`src/rtl/img_pkg.sv`:
```
// Shared widths, FSM state type and BMP row-stride helper for the image pipeline.
package img_pkg;

    localparam int unsigned PIX_W   = 8;
    localparam int unsigned COORD_W = 12;

    typedef enum logic [1:0] {
        IDLE,
        FETCH,
        DRAIN,
        DONE
    } state_t;

    // BMP rows are padded to a multiple of 4 bytes.
    function automatic int unsigned img_stride(input int unsigned w);
        return ((w + 3) / 4) * 4;
    endfunction

endpackage

```
`src/rtl/pix_skid_fifo.sv`:
```
// Two-entry FIFO that buffers memory read data ahead of the pixel handshake.
module pix_skid_fifo #(
    parameter int unsigned WIDTH = 8
) (
    input  logic             clk,
    input  logic             rst_n,
    input  logic             i_push,
    input  logic [WIDTH-1:0] i_data,
    input  logic             i_pop,
    output logic [WIDTH-1:0] o_data,
    output logic [1:0]       o_count
);

    logic [WIDTH-1:0] r_mem [2];
    logic             r_wptr;
    logic             r_rptr;
    logic [1:0]       r_count;
    logic             w_wr;
    logic             w_rd;

    assign w_rd = i_pop && (r_count != 2'd0);
    assign w_wr = i_push && ((r_count != 2'd2) || w_rd);

    always_ff @(posedge clk or negedge rst_n) begin
        if (!rst_n) begin
            r_mem[0] <= '0;
            r_mem[1] <= '0;
            r_wptr   <= 1'b0;
            r_rptr   <= 1'b0;
            r_count  <= 2'd0;
        end else begin
            if (w_wr) begin
                r_mem[r_wptr] <= i_data;
                r_wptr        <= ~r_wptr;
            end
            if (w_rd) begin
                r_rptr <= ~r_rptr;
            end
            case ({w_wr, w_rd})
                2'b10:   r_count <= r_count + 2'd1;
                2'b01:   r_count <= r_count - 2'd1;
                default: r_count <= r_count;
            endcase
        end
    end

    assign o_data  = r_mem[r_rptr];
    assign o_count = r_count;

endmodule

```
`src/rtl/bmp_pixel_streamer.sv`:
```
// Streams the pixel bytes of an 8-bit BMP held in a synchronous-read byte memory.
// Define BMP_BOTTOM_UP_EN to fetch stored rows bottom-up so output is top-down.
module bmp_pixel_streamer
    import img_pkg::*;
#(
    parameter int unsigned IMG_W        = 256,
    parameter int unsigned IMG_H        = 256,
    parameter int unsigned HEADER_BYTES = 1078,
    parameter int unsigned ADDR_W       = 18
) (
    input  logic               clk,
    input  logic               rst_n,
    input  logic               start,
    output logic               busy,
    output logic               done,
    output logic               mem_rd_en,
    output logic [ADDR_W-1:0]  mem_addr,
    input  logic [PIX_W-1:0]   mem_rdata,
    output logic [PIX_W-1:0]   pix_data,
    output logic               pix_valid,
    input  logic               pix_ready,
    output logic [COORD_W-1:0] pix_x,
    output logic [COORD_W-1:0] pix_y,
    output logic               pix_eol,
    output logic               pix_last
);

    localparam int unsigned        STRIDE = img_stride(IMG_W);
    localparam logic [COORD_W-1:0] LAST_X = COORD_W'(IMG_W - 1);
    localparam logic [COORD_W-1:0] LAST_Y = COORD_W'(IMG_H - 1);
`ifdef BMP_BOTTOM_UP_EN
    localparam logic [ADDR_W-1:0] FIRST_ADDR = ADDR_W'(HEADER_BYTES + (IMG_H - 1) * STRIDE);
    // Two's-complement step back to the start of the previous stored row.
    localparam logic [ADDR_W-1:0] ROW_JUMP   = ADDR_W'(0 - (STRIDE + IMG_W - 1));
`else
    localparam logic [ADDR_W-1:0] FIRST_ADDR = ADDR_W'(HEADER_BYTES);
    localparam logic [ADDR_W-1:0] ROW_JUMP   = ADDR_W'(STRIDE - IMG_W + 1);
`endif

    state_t             r_state;
    logic               r_busy;
    logic               r_done;
    logic               r_inflight;
    logic [ADDR_W-1:0]  r_addr;
    logic [COORD_W-1:0] r_rd_x;
    logic [COORD_W-1:0] r_rd_r;
    logic [COORD_W-1:0] r_ox;
    logic [COORD_W-1:0] r_oy;
    logic [1:0]         w_count;
    logic               w_pop;
    logic               w_issue;
    logic               w_rd_last;

    assign pix_valid = (w_count != 2'd0);
    assign w_pop     = pix_valid && pix_ready;
    // Keep buffered + in-flight bytes at most 2 after the coming edge.
    assign w_issue   = (r_state == FETCH) &&
                       ((({1'b0, w_count} + {2'b00, r_inflight}) - {2'b00, w_pop}) < 3'd2);
    assign w_rd_last = (r_rd_x == LAST_X) && (r_rd_r == LAST_Y);

    always_ff @(posedge clk or negedge rst_n) begin
        if (!rst_n) begin
            r_state    <= IDLE;
            r_busy     <= 1'b0;
            r_done     <= 1'b0;
            r_inflight <= 1'b0;
            r_addr     <= '0;
            r_rd_x     <= '0;
            r_rd_r     <= '0;
            r_ox       <= '0;
            r_oy       <= '0;
        end else begin
            r_inflight <= w_issue;
            if (w_pop) begin
                if (r_ox == LAST_X) begin
                    r_ox <= '0;
                    r_oy <= (r_oy == LAST_Y) ? '0 : r_oy + COORD_W'(1);
                end else begin
                    r_ox <= r_ox + COORD_W'(1);
                end
            end
            case (r_state)
                IDLE: begin
                    if (start) begin
                        r_state <= FETCH;
                        r_busy  <= 1'b1;
                        r_addr  <= FIRST_ADDR;
                        r_rd_x  <= '0;
                        r_rd_r  <= '0;
                        r_ox    <= '0;
                        r_oy    <= '0;
                    end
                end
                FETCH: begin
                    if (w_issue) begin
                        if (r_rd_x == LAST_X) begin
                            r_rd_x <= '0;
                            r_rd_r <= r_rd_r + COORD_W'(1);
                            r_addr <= r_addr + ROW_JUMP;
                        end else begin
                            r_rd_x <= r_rd_x + COORD_W'(1);
                            r_addr <= r_addr + ADDR_W'(1);
                        end
                        if (w_rd_last) begin
                            r_state <= DRAIN;
                        end
                    end
                end
                DRAIN: begin
                    if (w_pop && pix_last) begin
                        r_state <= DONE;
                        r_done  <= 1'b1;
                    end
                end
                DONE: begin
                    r_state <= IDLE;
                    r_done  <= 1'b0;
                    r_busy  <= 1'b0;
                end
                default: r_state <= IDLE;
            endcase
        end
    end

    pix_skid_fifo #(
        .WIDTH(PIX_W)
    ) u_fifo (
        .clk    (clk),
        .rst_n  (rst_n),
        .i_push (r_inflight),
        .i_data (mem_rdata),
        .i_pop  (w_pop),
        .o_data (pix_data),
        .o_count(w_count)
    );

    assign busy      = r_busy;
    assign done      = r_done;
    assign mem_rd_en = w_issue;
    assign mem_addr  = r_addr;
    assign pix_x     = r_ox;
    assign pix_y     = r_oy;
    assign pix_eol   = pix_valid && (r_ox == LAST_X);
    assign pix_last  = pix_eol && (r_oy == LAST_Y);

endmodule

```
`config.mk`:
```
export PLATFORM = sky130hd
export DESIGN_NAME = bmp_pixel_streamer
export DESIGN_NICKNAME = d
export VERILOG_FILES = /design/src/rtl/img_pkg.sv /design/src/rtl/pix_skid_fifo.sv /design/src/rtl/bmp_pixel_streamer.sv
export SDC_FILE = /design/constraint.sdc
export NUM_CORES = 1
export LEC_CHECK = 0
export CORE_MARGIN = 3
export CORE_UTILIZATION = 30
export DETAILED_ROUTE_END_ITERATION = 10
export PLACE_DENSITY = 0.46
export REMOVE_ABC_BUFFERS = 1
export SYNTH_ARGS = -nofsm -noshare
export SYNTH_HDL_FRONTEND = slang
export SYNTH_SLANG_ARGS = --single-unit
export TNS_END_PERCENT = 30
```
`constraint.sdc`:
```
create_clock -name clk -period 8 [get_ports clk]
set_clock_uncertainty 0.1 [all_clocks]
set_input_delay 1.6 -clock clk [delete_from_list [all_inputs] [get_ports clk]]
set_output_delay 1.6 -clock clk [all_outputs]
set_load 0.005 [all_outputs]
```
Yosys cells after proc, flatten, opt, wreduce, memory -nomap -nowiden --
Cells that the tools add are included.
Word-level totals: flip-flop bits (word level) 91, input bits 12, output and inout bits 56, word-level logic and storage cells 102
Cells by class: reduce and logical (&&, ||, !) cells 21, mux-type cells 35, bitwise logic cells 4, order comparisons 4, eq/ne operators 15, $add $sub $neg 9
Operators by type and width (number):
- two-way mux 12 bit | 14
- adder 12 x 1 -> 12 bit, second input constant | 4
- == test 12 x 8 -> 1 bit, second input constant | 4
- one-hot mux 12 bit (2 select lines) | 2
- two-way mux 18 bit | 2
- one-hot mux 18 bit (2 select lines) | 1
- two-way mux 8 bit | 4
- adder 18 x 1 -> 18 bit, second input constant | 1
- bitwise mux 16 bit | 1
- != test 2 bit, second input constant | 5
- nonzero test 2 bit | 5
- logical AND 1 bit | 9
- demux 8 bit (select 1 bit) | 1
- two-way mux 2 bit | 4
- one-hot mux 2 bit (4 select lines) | 1
- AND reduction 4 bit | 2
- == test 2 bit, second input constant | 3
- == test 2 x 1 -> 1 bit, second input constant | 2
- greater-or-equal comparator 2 bit, second input constant | 2
- inverter 1 -> 2 bit | 2
- one-hot mux 1 bit (2 select lines) | 2
- one-hot mux 2 bit (2 select lines) | 1
- AND reduction 2 bit | 2
- adder 2 x 1 -> 3 bit | 1
- other kinds (11) | 13

Depth between registers and ports, before layout --
Gate-level depths: netlist of run 1.
word-level depth 7, depth in mapped cells 12, mapped depth without buffers 10

By module --
From an unflattened synthesis of run 1, not the netlist that was laid out.
Second synthesis, totals: cell total of the unflattened synthesis 465, area total of the unflattened synthesis 4745.8 um2
By module, submodules not included:
- bmp_pixel_streamer | area each 3856.2 um2, times used 1, cells an instance 407
- pix_skid_fifo | area each 889.6 um2, times used 1, cells an instance 58

Worst setup path before layout of run 1 --
Ideal clock, no wire load.
path type in2out, start point input pix_ready, end point output mem_rd_en, setup slack 3.063 ns, data required time 6.300 ns, data arrival time 3.237 ns, stages 7, path through o21ai_1 inv_1 ha_1 nand2b_1 fa_1 xnor2_1 and3_1
Between the ends: cells in the longest elaborated chain, start to end 4
Ends and longest elaborated chain:
- start: declaration | line bmp_pixel_streamer.sv:21 | input logic pix_ready,
- logical AND 1 bit | line bmp_pixel_streamer.sv:55 | assign w_pop = pix_valid && pix_ready;
- subtractor 3 x 1 -> 3 bit | line bmp_pixel_streamer.sv:58 | ((({1'b0, w_count} + {2'b00, r_inflight}) - {2'b00, w_pop}) < 3'd2);
- less-than comparator 3 x 2 -> 1 bit | line bmp_pixel_streamer.sv:58
- logical AND 1 bit | line bmp_pixel_streamer.sv:57 | assign w_issue = (r_state == FETCH) &&
- end: declaration | line bmp_pixel_streamer.sv:16 | output logic mem_rd_en,
No other way between the ends.

Final worst setup path of run 1 --
Ends and elaborated chain as after synthesis.

==> impl_results.md, run 1 <==
- Drt wl/cell: approximately 15 um
- VDD IR max: approximately 0.00015 V
- Outcome: complete, no violations
- Synth Area in Adders: 0.03365
- Fin util: 0.3876
- R2r worst-path depth: 11
- Area leader, netlist: dfrtp_1
- Multi-input gate area: roughly 2300 um^2
- Die height: 131.0 um
- Initial DRC count: 195
- Total GRT Usage: 0.1425
- Area Growth Syn to Fin: 26.26%
- XOR/XNOR Fraction of Synth Area: 0.06918
- HP Class: reg -> reg
- Mean Syn Cell Area: 9.841 um^2
- Number of flops mapped to enable cells by yosys: 0
- Worst-case hold path end point: u_fifo.r_wptr$_DFFE_PN0P_
- Synth Cell Area: 4684 um^2
- Unrepaired setup endpoints after global routing: false
- CTS Buf Count: 9
- WP data required: about 6.3 ns
- Minimum clock period: 6.180 ns
- Storage cell area: 2277 um^2
- Worst path cell trace: clkdlybuf4s50_1 > o21ai_1 > inv_1 > ha_1 > nand2b_1 > fa_1 > xnor2_1 > and3_1 > clkdlybuf4s50_1
- Worst reg2reg setup slack: 3.94 ns
- Crit. End Element: output pin
- Fmax: around 0.16 GHz
- Worst Hold Depth: 1
- Clk_lat worst skew: 0.34 ns
- PwrDens: 287.5 nW/um^2
- CTS tree: built
- Max_slew headroom: 0.3555
- Tcrit/Tclk final: 0.7725
- Via density: ~5.0
- Drt total wl: 11540 um
- Largest family of logic cells by synthesized area: simple AND/OR/NAND/NOR gates
- Final nets: 567
- Final setup fails: 0
- Drt drc: 0
- First-pass GRT wire length: 19410 um
- Worst R2R End: r_rd_r[9]$_DFFE_PN0P_
- Most frequent CP cell: clkdlybuf4s50_1
- # diodes: 0
- Die Wd: approximately 130 um
- Crit Path Class: in -> out
- Top FF cell, synth: dfrtp_1
- Area of the core: approximately 15000 um^2
- Critical Path Start Type: primary input
- Max-Cap Viols: 0
- Largest net degree at the start of global routing: 55
- Yosys warning total: 0
- IO Count: 68
- Async SR Flop Fraction: 1.000
- Post-synthesis sequential area ratio: 0.4861
- Hold Buf Count CTS: 0
- Cts repair resizes: 0
- Origin of the worst setup path: pix_ready
- Leakage: 2.397 nW
- Final hold vios: 0
- Slowest library cell on the worst path: clkdlybuf4s50_1
- Layout cells sized above 1: 0.09854
- # port buffers: 67
- RD Place Congestion: ~0.74
- Clock slew at reported path FFs: 0.07 ns
- Simple-gate portion of the synthesized area: 0.2340
- Hold Worst Slack: 0.4005 ns
- Post-Place Setup Slack: 1.830 ns
- Setup TNS: 0 ns
- Number of global-route vias before repair: ~3700
- DP Area: approximately 5600 um^2
- Post-DP HPWL: ~8000 um
- Initial Utilization: 0.3070
- RR Startpoint: u_fifo.o_count[1]$_DFFE_PN0P_
- Routed Antenna Nets: 0
- Final worst slack: 1.820 ns
- Post-CTS Setup Inserts: 0
- Hold_sp: u_fifo.r_wptr$_DFFE_PN0P_
- Largest stage delay, worst path: 0.52 ns
- Pre-antenna DRT Iters: 4
- CTS sink count: ~90
- H-tree depth: 3
- Mux contribution to synthesized area: 0.06437
- Initial antenna violation count: 0
- Clock buffer depth: 2
- FP Rows: 45
- Share of the synthesized area in the top cell type: 0.4861
- Die area: 17150 um^2
- Synth area leaders: dfrtp_1 (49%), mux2_2 (6.0%), xnor2_1 (3.9%)
- Final standard cell area without fillers: 5914 um^2
- Post-synth cell types: 46
- Clk root buf: clkbuf_16
- Mapped Cells: 476
- Max Slew Vio Count: 0
- Critical-path maximum fanout: 9
- Yosys reg bits: 91
- Compound-Gate Fraction of Synth Area: 0.09135
- DR vias: 3768
- Critical Path AT: between 4 and 5 ns
- Worst-Margin Slew: about 0.97 ns
- Total global routing overflow: 0
- Filler cells: about 1500
-- routing by layer --
metal,track usage,vias to the layer above,part of all wire
li1,-,1838,-
met1,0.1934,1847,0.49
met2,0.2255,76,0.45
met3,0.04228,7,0.046
met4,0.03146,0,0.0075
met5,0,-,0
-- synthesized netlist by cell type (3+ instances only) --
cell	count
mux2_2	25
nand3_1	33
or3_1	10
xnor2_1	21
clkbuf_1	12
nand2_1	42
or4_1	4
o21ai_0	33
nor4_1	10
a21oi_1	17
o31ai_1	6
nor4b_1	4
a31oi_1	6
nor2_1	46
xor2_1	16
nand4_1	13
inv_1	12
nor3_1	8
and2_1	3
dfrtp_1	91
ha_1	11
nor2b_1	5
nand2b_1	5
and4_1	7
and3_1	8
-- power by group --
group / switching, mW / total [mW] / internal (mW) / leakage, nW
combinational: 0.285 / 0.587 / 0.302 / 1.05
clock: 0.186 / 0.468 / 0.282 / 0.155
sequential: 0.0901 / 0.645 / 0.555 / 1.19
total: 0.561 / 1.70 / 1.14 / 2.40
-- worst max-delay path, delay by kind of cell --
family          cells  cell delay, ns
compound gates      1            0.39
simple gates        2            0.42
fa+ha+maj           2            0.66
xor+xnor            1            0.33
buf+inv             3            1.08
-- sequential cells by signal (all words and copies together), names as in the netlist, 2 cells and up --
name            flops
r_state             2
mem_addr           18
u_fifo.r_mem       16
pix_y              12
r_rd_r             12
r_rd_x             12
u_fifo.o_count      2
pix_x              12
-- area by class of cell --
| type | instances | area share |
|---|---|---|
| Clock inverter | 6 | 0.01502 |
| Sequential cell | 91 | 0.3850 |
| Inverter | 12 | 0.007616 |
| Timing Repair Buffer | 70 | 0.1168 |
| Tap cell | 211 | 0.04464 |
| Multi-Input combinational cell | 359 | 0.3905 |
| Clock buffer | 10 | 0.04041 |
-- per-stage QoR --
| stage | cells | power (mW) |
|---|---|---|
| 2_1_floorplan | 462 | 0.9727 |
| 3_3_place_gp | 743 | 1.236 |
| 3_5_place_dp | 743 | 1.248 |
| 4_1_cts | 759 | 1.728 |
| 5_1_grt | 759 | 1.829 |
| 6_report | 759 | 1.701 |
-- worst max path at each step --
stage                end  slack [ns]  cells past startpoint
2_1_floorplan  mem_rd_en        3.06                      7
3_3_place_gp   mem_rd_en        1.91                      9
3_5_place_dp   mem_rd_en        1.83                      9
4_1_cts        mem_rd_en        1.83                      9
5_1_grt        mem_rd_en        1.67                      9
6_report       mem_rd_en        1.82                      9
-- cell families (layout without fill, tap and decap cells) --
logic type	after synthesis	count (layout)
fa+ha+maj	12	12
simple gates	209	209
xor+xnor	37	37
buf+inv	26	98
mux	27	27
compound gates	74	74
flops	91	91
-- placed cells by master, fill, tap and decap left out, types with 2 or more instances in the layout --
cell type and instances:
buf_4 4, nand3_1 33, nor3_1 8, nor2b_1 5, o21ai_0 33, nand2_1 42
a22oi_1 2, or3_1 10, clkbuf_16 9, nand4_1 13, xor2_1 16, and4_1 7
clkdlybuf4s50_1 66, nor4_1 10, a22o_1 2, o31ai_1 6, or2_2 2, a31oi_1 6
and3_1 8, nand2b_1 5, or4_1 4, dfrtp_1 91, nand4b_1 2, inv_1 12
ha_1 11, bufinv_16 2, mux2_2 25, xnor2_1 21, and2_1 3, nor2_1 45
nor4b_1 4, clkinvlp_4 2, a21oi_1 17, mux2i_1 2, o21a_1 2
Note: power is estimated with default switching activity, not from simulation.
==> run 2, diff against run 1 <==
clock period = 5.9 ns   (was 8 ns; I/O delays follow)
==> impl_results.md, run 2 (same netlist as run 1, synthesis figures left out) <==
- Outcome: complete, no violations (unchanged)
- PwrDens: 377.1 nW/um^2 (was 287.5 nW/um^2)
- WP data required: 4.62 ns (was 6.30 ns)
- Post-CTS Setup Inserts: 0 (unchanged)
- Final hold vios: 0 (unchanged)
- Via density: 4.925 (was 4.964)
- Hold Buf Count CTS: 0 (unchanged)
- Most frequent cells in the layout: dfrtp_1 (91), clkdlybuf4s50_1 (66), nor2_1 (45), nand2_1 (42) (unchanged)
- HP Class: reg -> reg (unchanged)
- Max FFs per register: 18 (unchanged)
- Clk root buf: clkbuf_16 (unchanged)
- VDD IR max: 0.0002604 V (was 0.0001512 V)
- IO Count: 68 (unchanged)
- RR Startpoint: u_fifo.o_count[1]$_DFFE_PN0P_ (unchanged)
- Initial Utilization: 0.3070 (unchanged)
- FP Rows: 45 (unchanged)
- Critical Path AT: 3.68 ns (was 4.48 ns)
- Routed Antenna Nets: 0 (unchanged)
- Slowest library cell on the worst path: clkdlybuf4s50_1 (unchanged)
- Drt wl/cell: 15.14 um (was 15.20 um)
- Fmax: 0.2017 GHz
- Origin of the worst setup path: pix_ready (unchanged)
- Crit Path Class: in -> out (unchanged)
- Critical Path Start Type: primary input (unchanged)
- Post-DP HPWL: 7922 um (was 8001 um)
- Die area: 17150 um^2 (unchanged)
- # diodes: 0 (unchanged)
- Total GRT Usage: 0.1430 (was 0.1425)
- Max_slew headroom: 0.1855 (was 0.3555)
- Leakage: 2.378 nW (was 2.397 nW)
- Pre-antenna DRT Iters: 4 (unchanged)
- Minimum clock period: 4.959 ns
- WP buf/inv: 3 (unchanged)
- Total global routing overflow: 0 (unchanged)
- CP Capture Point: mem_rd_en (unchanged)
- Clock slew at reported path FFs: 0.06 ns (was 0.07 ns)
- CTS tree: built (unchanged)
- Final setup fails: 0 (unchanged)
- Tcrit/Tclk final: 0.8405
- Largest net degree at the start of global routing: 52 (was 55)
- # port buffers: 67 (unchanged)
- Dpl cells: 743 (unchanged)
- Worst reg2reg setup slack: 2.36 ns (was 3.94 ns)
- Final worst slack: 0.9410 ns (was 1.820 ns)
- First-pass GRT wire length: 19430 um (was 19410 um)
- Commonest non-fill, non-tap cell in the layout: dfrtp_1 (unchanged)
- Hold Worst Slack: 0.3991 ns (was 0.4005 ns)
- Critical path depth in cells: 9 (unchanged)
- Critical-path maximum fanout: 5 (was 9)
- Area of the core: 15260 um^2 (unchanged)
- Die Wd: 131.0 um (unchanged)
- Max Slew Vio Count: 0 (unchanged)
- Initial antenna violation count: 0 (unchanged)
- Die height: 131.0 um (unchanged)
- CTS Buf Count: 9 (unchanged)
- Initial DRC count: 199 (was 195)
- Worst-Margin Slew: 1.219 ns (was 0.9657 ns)
- Largest delay share family, worst path: buffers and inverters (unchanged)
- H-tree depth: 3 (unchanged)
- Worst path cell trace: clkdlybuf4s50_1 > o21ai_1 > inv_1 > ha_1 > nand2b_1 > fa_1 > xnor2_1 > and3_1 > clkdlybuf4s50_1 (unchanged)
- Crit. End Element: output pin (unchanged)
- Unrepaired setup endpoints after global routing: false (unchanged)
- R2r worst-path depth: 11 (unchanged)
- Post-Place Setup Slack: 0.9167 ns (was 1.830 ns)
- Cts repair resizes: 0 (unchanged)
- Drt total wl: 11490 um (was 11540 um)
- Filler cells: 1535 (was 1534)
- Clk_lat worst skew: 0.35 ns (was 0.34 ns)
- Final non-filler cell total: 759 (unchanged)
- CTS sink count: 91 (unchanged)
- Largest stage delay, worst path: 0.52 ns (about the same)
- Setup TNS: 0 ns (unchanged)
- Worst R2R End: r_rd_r[11]$_DFFE_PN0P_ (was r_rd_r[9]$_DFFE_PN0P_)
- Drt drc: 0 (unchanged)
- Layout cells sized above 1: 0.09672 (was 0.09854)
- Max-Cap Viols: 0 (unchanged)
- Clock buffer depth: 2 (unchanged)
- RD Place Congestion: 0.7616 (was 0.7445)
- Worst Hold Depth: 1 (unchanged)
- Number of global-route vias before repair: 3759 (was 3743)
- Area Growth Syn to Fin: 25.03% (was 26.26%)
- Most frequent CP cell: clkdlybuf4s50_1 (unchanged)
- Final nets: 567 (unchanged)
- DR vias: 3738 (was 3768)
==> run 2: metrics by stage <==
step                power, mW  utilization  instance area [um^2]
finish                  2.209       0.3838                  5857
global route            2.384       0.3838                  5857
CTS                     2.252       0.3838                  5857
detailed placement      1.690       0.3661                  5587
global placement        1.677       0.3661                  5587
floorplan               1.319            -                  4629
==> run 2: how the worst min path moves through the flow <==
stage / startpoint / endpoint / slack, ns
detailed placement: u_fifo.r_wptr$_DFFE_PN0P_ / u_fifo.r_wptr$_DFFE_PN0P_ / 0.39
finish: u_fifo.r_wptr$_DFFE_PN0P_ / u_fifo.r_wptr$_DFFE_PN0P_ / 0.40
CTS: u_fifo.r_wptr$_DFFE_PN0P_ / u_fifo.r_wptr$_DFFE_PN0P_ / 0.40
global placement: u_fifo.r_mem[5]$_DFFE_PN0P_ / u_fifo.r_mem[5]$_DFFE_PN0P_ / 0.38
global route: u_fifo.r_mem[1]$_DFFE_PN0P_ / u_fifo.r_mem[1]$_DFFE_PN0P_ / 0.42
floorplan: u_fifo.r_wptr$_DFFE_PN0P_ / u_fifo.r_wptr$_DFFE_PN0P_ / 0.37
==> run 2: worst reg2reg max path, cell delays in order, from the launching register on <==
cell and delay [ns]:
dfrtp_1 0.44, o21ai_1 0.19, inv_1 0.06, ha_1 0.25, nand2b_1 0.15, fa_1 0.37, xnor2_1 0.33, a31oi_1 0.14
buf_4 0.24, or4_1 0.65, or3_1 0.39, a21oi_1 0.15
==> run 2: routing by layer <==
| metal | share of wire | wire (um) | vias up | GRT usage |
|---|---|---|---|---|
| met4 | 0.014 | 164 | 0 | 0.04295 |
| li1 | - | - | 1848 | - |
| met2 | 0.45 | 5183 | 73 | 0.2234 |
| met1 | 0.49 | 5655 | 1802 | 0.1959 |
| met3 | 0.042 | 488 | 15 | 0.03618 |
| met5 | 0 | 0 | - | 0 |
==> run 2: power breakdown <==
part           leakage, nW  internal [mW]  switching [mW]
registers             1.19          0.753           0.121
clock network        0.137          0.287           0.252
logic                 1.05          0.412           0.383
total                 2.38           1.45           0.757
==> run 2: layout make-up <==
cell class | instances | area, um^2 | area share
multi-input combinational | 359 | 2310 | 0.3944
sequential | 91 | 2277 | 0.3888
timing repair buffer | 70 | 690.7 | 0.1179
tap | 211 | 264.0 | 0.04508
clock buffer | 10 | 229.0 | 0.03909
inverter | 12 | 45.04 | 0.007691
clock inverter | 6 | 41.29 | 0.007050
==> run 3, diff against run 2 <==
clock period = 5 ns   (was 5.9 ns; I/O delays follow)
==> impl_results.md, run 3 (same netlist as run 1, synthesis figures left out) <==
- Number of global-route vias before repair: 3730 (was 3759)
- WP buf/inv: 3 (unchanged)
- Drt wl/cell: 14.90 um (was 15.14 um)
- Via density: 4.959 (was 4.925)
- Final standard cell area without fillers: 5906 um^2 (was 5857 um^2)
- Critical Path Start Type: primary input (unchanged)
- Layout cells sized above 1: 0.1018 (was 0.09672)
- CTS sink count: 91 (unchanged)
- Initial DRC count: 155 (was 199)
- Most frequent CP cell: clkdlybuf4s50_1 (unchanged)
- PwrDens: 452.5 nW/um^2 (was 377.1 nW/um^2)
- HP Class: reg -> reg (unchanged)
- Hold Buf Count CTS: 0 (unchanged)
- Minimum clock period: 4.462 ns
- RR Startpoint: u_fifo.o_count[1]$_DFFE_PN0P_ (unchanged)
- First-pass GRT wire length: 18960 um (was 19430 um)
- Max-Cap Viols: 0 (unchanged)
- Hold Worst Slack: 0.4024 ns (was 0.3991 ns)
- Post-DP HPWL: 7967 um (was 7922 um)
- Outcome: complete, no violations (unchanged)
- Total GRT Usage: 0.1392 (was 0.1430)
- Drt total wl: 11340 um (was 11490 um)
- Most frequent cells in the layout: dfrtp_1 (91), clkdlybuf4s50_1 (66), nor2_1 (45), nand2_1 (42) (unchanged)
- VDD IR max: 0.0002162 V (was 0.0002604 V)
- Crit. End Element: output pin (unchanged)
- DR vias: 3774 (was 3738)
- Worst reg2reg setup slack: 1.59 ns (was 2.36 ns)
- Initial antenna violation count: 0 (unchanged)
- Critical-path maximum fanout: 5 (unchanged)
- Tcrit/Tclk final: 0.8924
- DP Area: 5602 um^2 (was 5587 um^2)
- Die area: 17150 um^2 (unchanged)
- Die height: 131.0 um (unchanged)
- Worst-Margin Slew: 0.9219 ns (was 1.219 ns)
- Fmax: 0.2241 GHz
- Commonest non-fill, non-tap cell in the layout: dfrtp_1 (unchanged)
- Clk_lat worst skew: 0.34 ns (was 0.35 ns)
- Initial Utilization: 0.3070 (unchanged)
- Final nets: 569 (was 567)
- Largest delay share family, worst path: buffers and inverters (unchanged)
- Clock slew at reported path FFs: 0.06 ns (about the same)
- Max_slew headroom: 0.3847 (was 0.1855)
- Max Slew Vio Count: 0 (unchanged)
- Worst path cell trace: clkdlybuf4s50_1 > o21ai_1 > inv_1 > ha_1 > nand2b_1 > fa_1 > and3_1 > clkdlybuf4s50_1 (was clkdlybuf4s50_1 > o21ai_1 > inv_1 > ha_1 > nand2b_1 > fa_1 > xnor2_1 > and3_1 > clkdlybuf4s50_1)
- CTS Buf Count: 9 (unchanged)
- Final non-filler cell total: 761 (was 759)
- Setup TNS: 0 ns (unchanged)
- Dpl cells: 745 (was 743)
- Largest stage delay, worst path: 0.57 ns (was 0.52 ns)
- Critical Path AT: 3.36 ns (was 3.68 ns)
- # port buffers: 67 (unchanged)
- Crit Path Class: in -> out (unchanged)
- Final hold vios: 0 (unchanged)
- Total global routing overflow: 0 (unchanged)
- WP data required: 3.90 ns (was 4.62 ns)
- CTS tree: built (unchanged)
- Hold_sp: u_fifo.r_mem[9]$_DFFE_PN0P_ (was u_fifo.r_wptr$_DFFE_PN0P_)
- IO Count: 68 (unchanged)
- Post-CTS Setup Inserts: 0 (unchanged)
- Total power: 2.672 mW (was 2.209 mW)
- H-tree depth: 3 (unchanged)
- Max FFs per register: 18 (unchanged)
- Pre-antenna DRT Iters: 4 (unchanged)
- Largest net degree at the start of global routing: 48 (was 52)
- Leakage: 2.400 nW (was 2.378 nW)
- RD Place Congestion: 0.7609 (was 0.7616)
- Routed Antenna Nets: 0 (unchanged)
- Cts repair resizes: 0 (unchanged)
- FP Rows: 45 (unchanged)
- Clk root buf: clkbuf_16 (unchanged)
- Die Wd: 131.0 um (unchanged)
- Final setup fails: 0 (unchanged)
- Unrepaired setup endpoints after global routing: false (unchanged)
- Clock buffer depth: 2 (unchanged)
- # diodes: 0 (unchanged)
- Drt drc: 0 (unchanged)
- Origin of the worst setup path: pix_ready (unchanged)
- Area of the core: 15260 um^2 (unchanged)
- Area Growth Syn to Fin: 26.07% (was 25.03%)
- Slowest library cell on the worst path: fa_1 (was clkdlybuf4s50_1)
-- run 3: cell count changes in the layout (fill, tap and decap cells not counted), sizes merged --
cell,previous run,this run
inv,13,12
clkinv,5,4
buf,4,6
bufinv,0,1
clkinvlp,0,1
-- run 3: layout make-up --
cell class	count	area, um^2
Multi-Input combinational cell	359	2310
Clock inverter	6	65.06
Inverter	12	45.04
Fill cell	1523	9353
Timing Repair Buffer	72	705.7
Tap cell	211	264.0
Clock buffer	10	239.0
Sequential cell	91	2277
-- run 3: report_power, final --
part	internal (mW)	leakage, nW	switching (mW)	total [mW]
Clock	0.401	0.148	0.289	0.690
Sequential	0.889	1.19	0.137	1.03
Combinational	0.499	1.06	0.457	0.956
Total	1.79	2.40	0.884	2.67
-- run 3: final timing paths --
| kind | cells after the start | endpoint |
|---|---|---|
| min in group asynchronous | 1 | pix_x[9]$_DFF_PN0_ |
| max | 8 | mem_rd_en |
| min reg2reg | 1 | u_fifo.r_mem[9]$_DFFE_PN0P_ |
| min | 1 | u_fifo.r_mem[9]$_DFFE_PN0P_ |
| max reg2reg | 12 | mem_addr[11]$_DFFE_PN0P_ |
| max in group asynchronous | 2 | r_state[0]$_DFFE_PN0P_ |
-- run 3: through the flow --
stage                     worst slack, ns  utilization
after floorplan                    0.9098            -
after global placement             0.5420       0.3671
after detailed placement           0.5423       0.3671
after CTS                          0.5263       0.3870
after global routing               0.4013       0.3870
final                              0.5382       0.3870
-- run 3: worst reg2reg max path, stage by stage, from the launching register on --
cell and delay (ns):
dfrtp_1 0.44, o21ai_1 0.19, inv_1 0.06, ha_1 0.26, nand2b_1 0.15, fa_1 0.37
xnor2_1 0.18, buf_4 0.16, a31oi_1 0.10, buf_4 0.25, or4_1 0.59, or3_1 0.33
a21oi_1 0.14
-- run 3: per-layer routing --
metal / vias to the layer above / wire [um] / global-route usage
li1: 1840 / - / -
met1: 1845 / 5461 / 0.1879
met2: 82 / 5291 / 0.2228
met3: 7 / 487 / 0.03943
met4: 0 / 96 / 0.03085
met5: - / 0 / 0
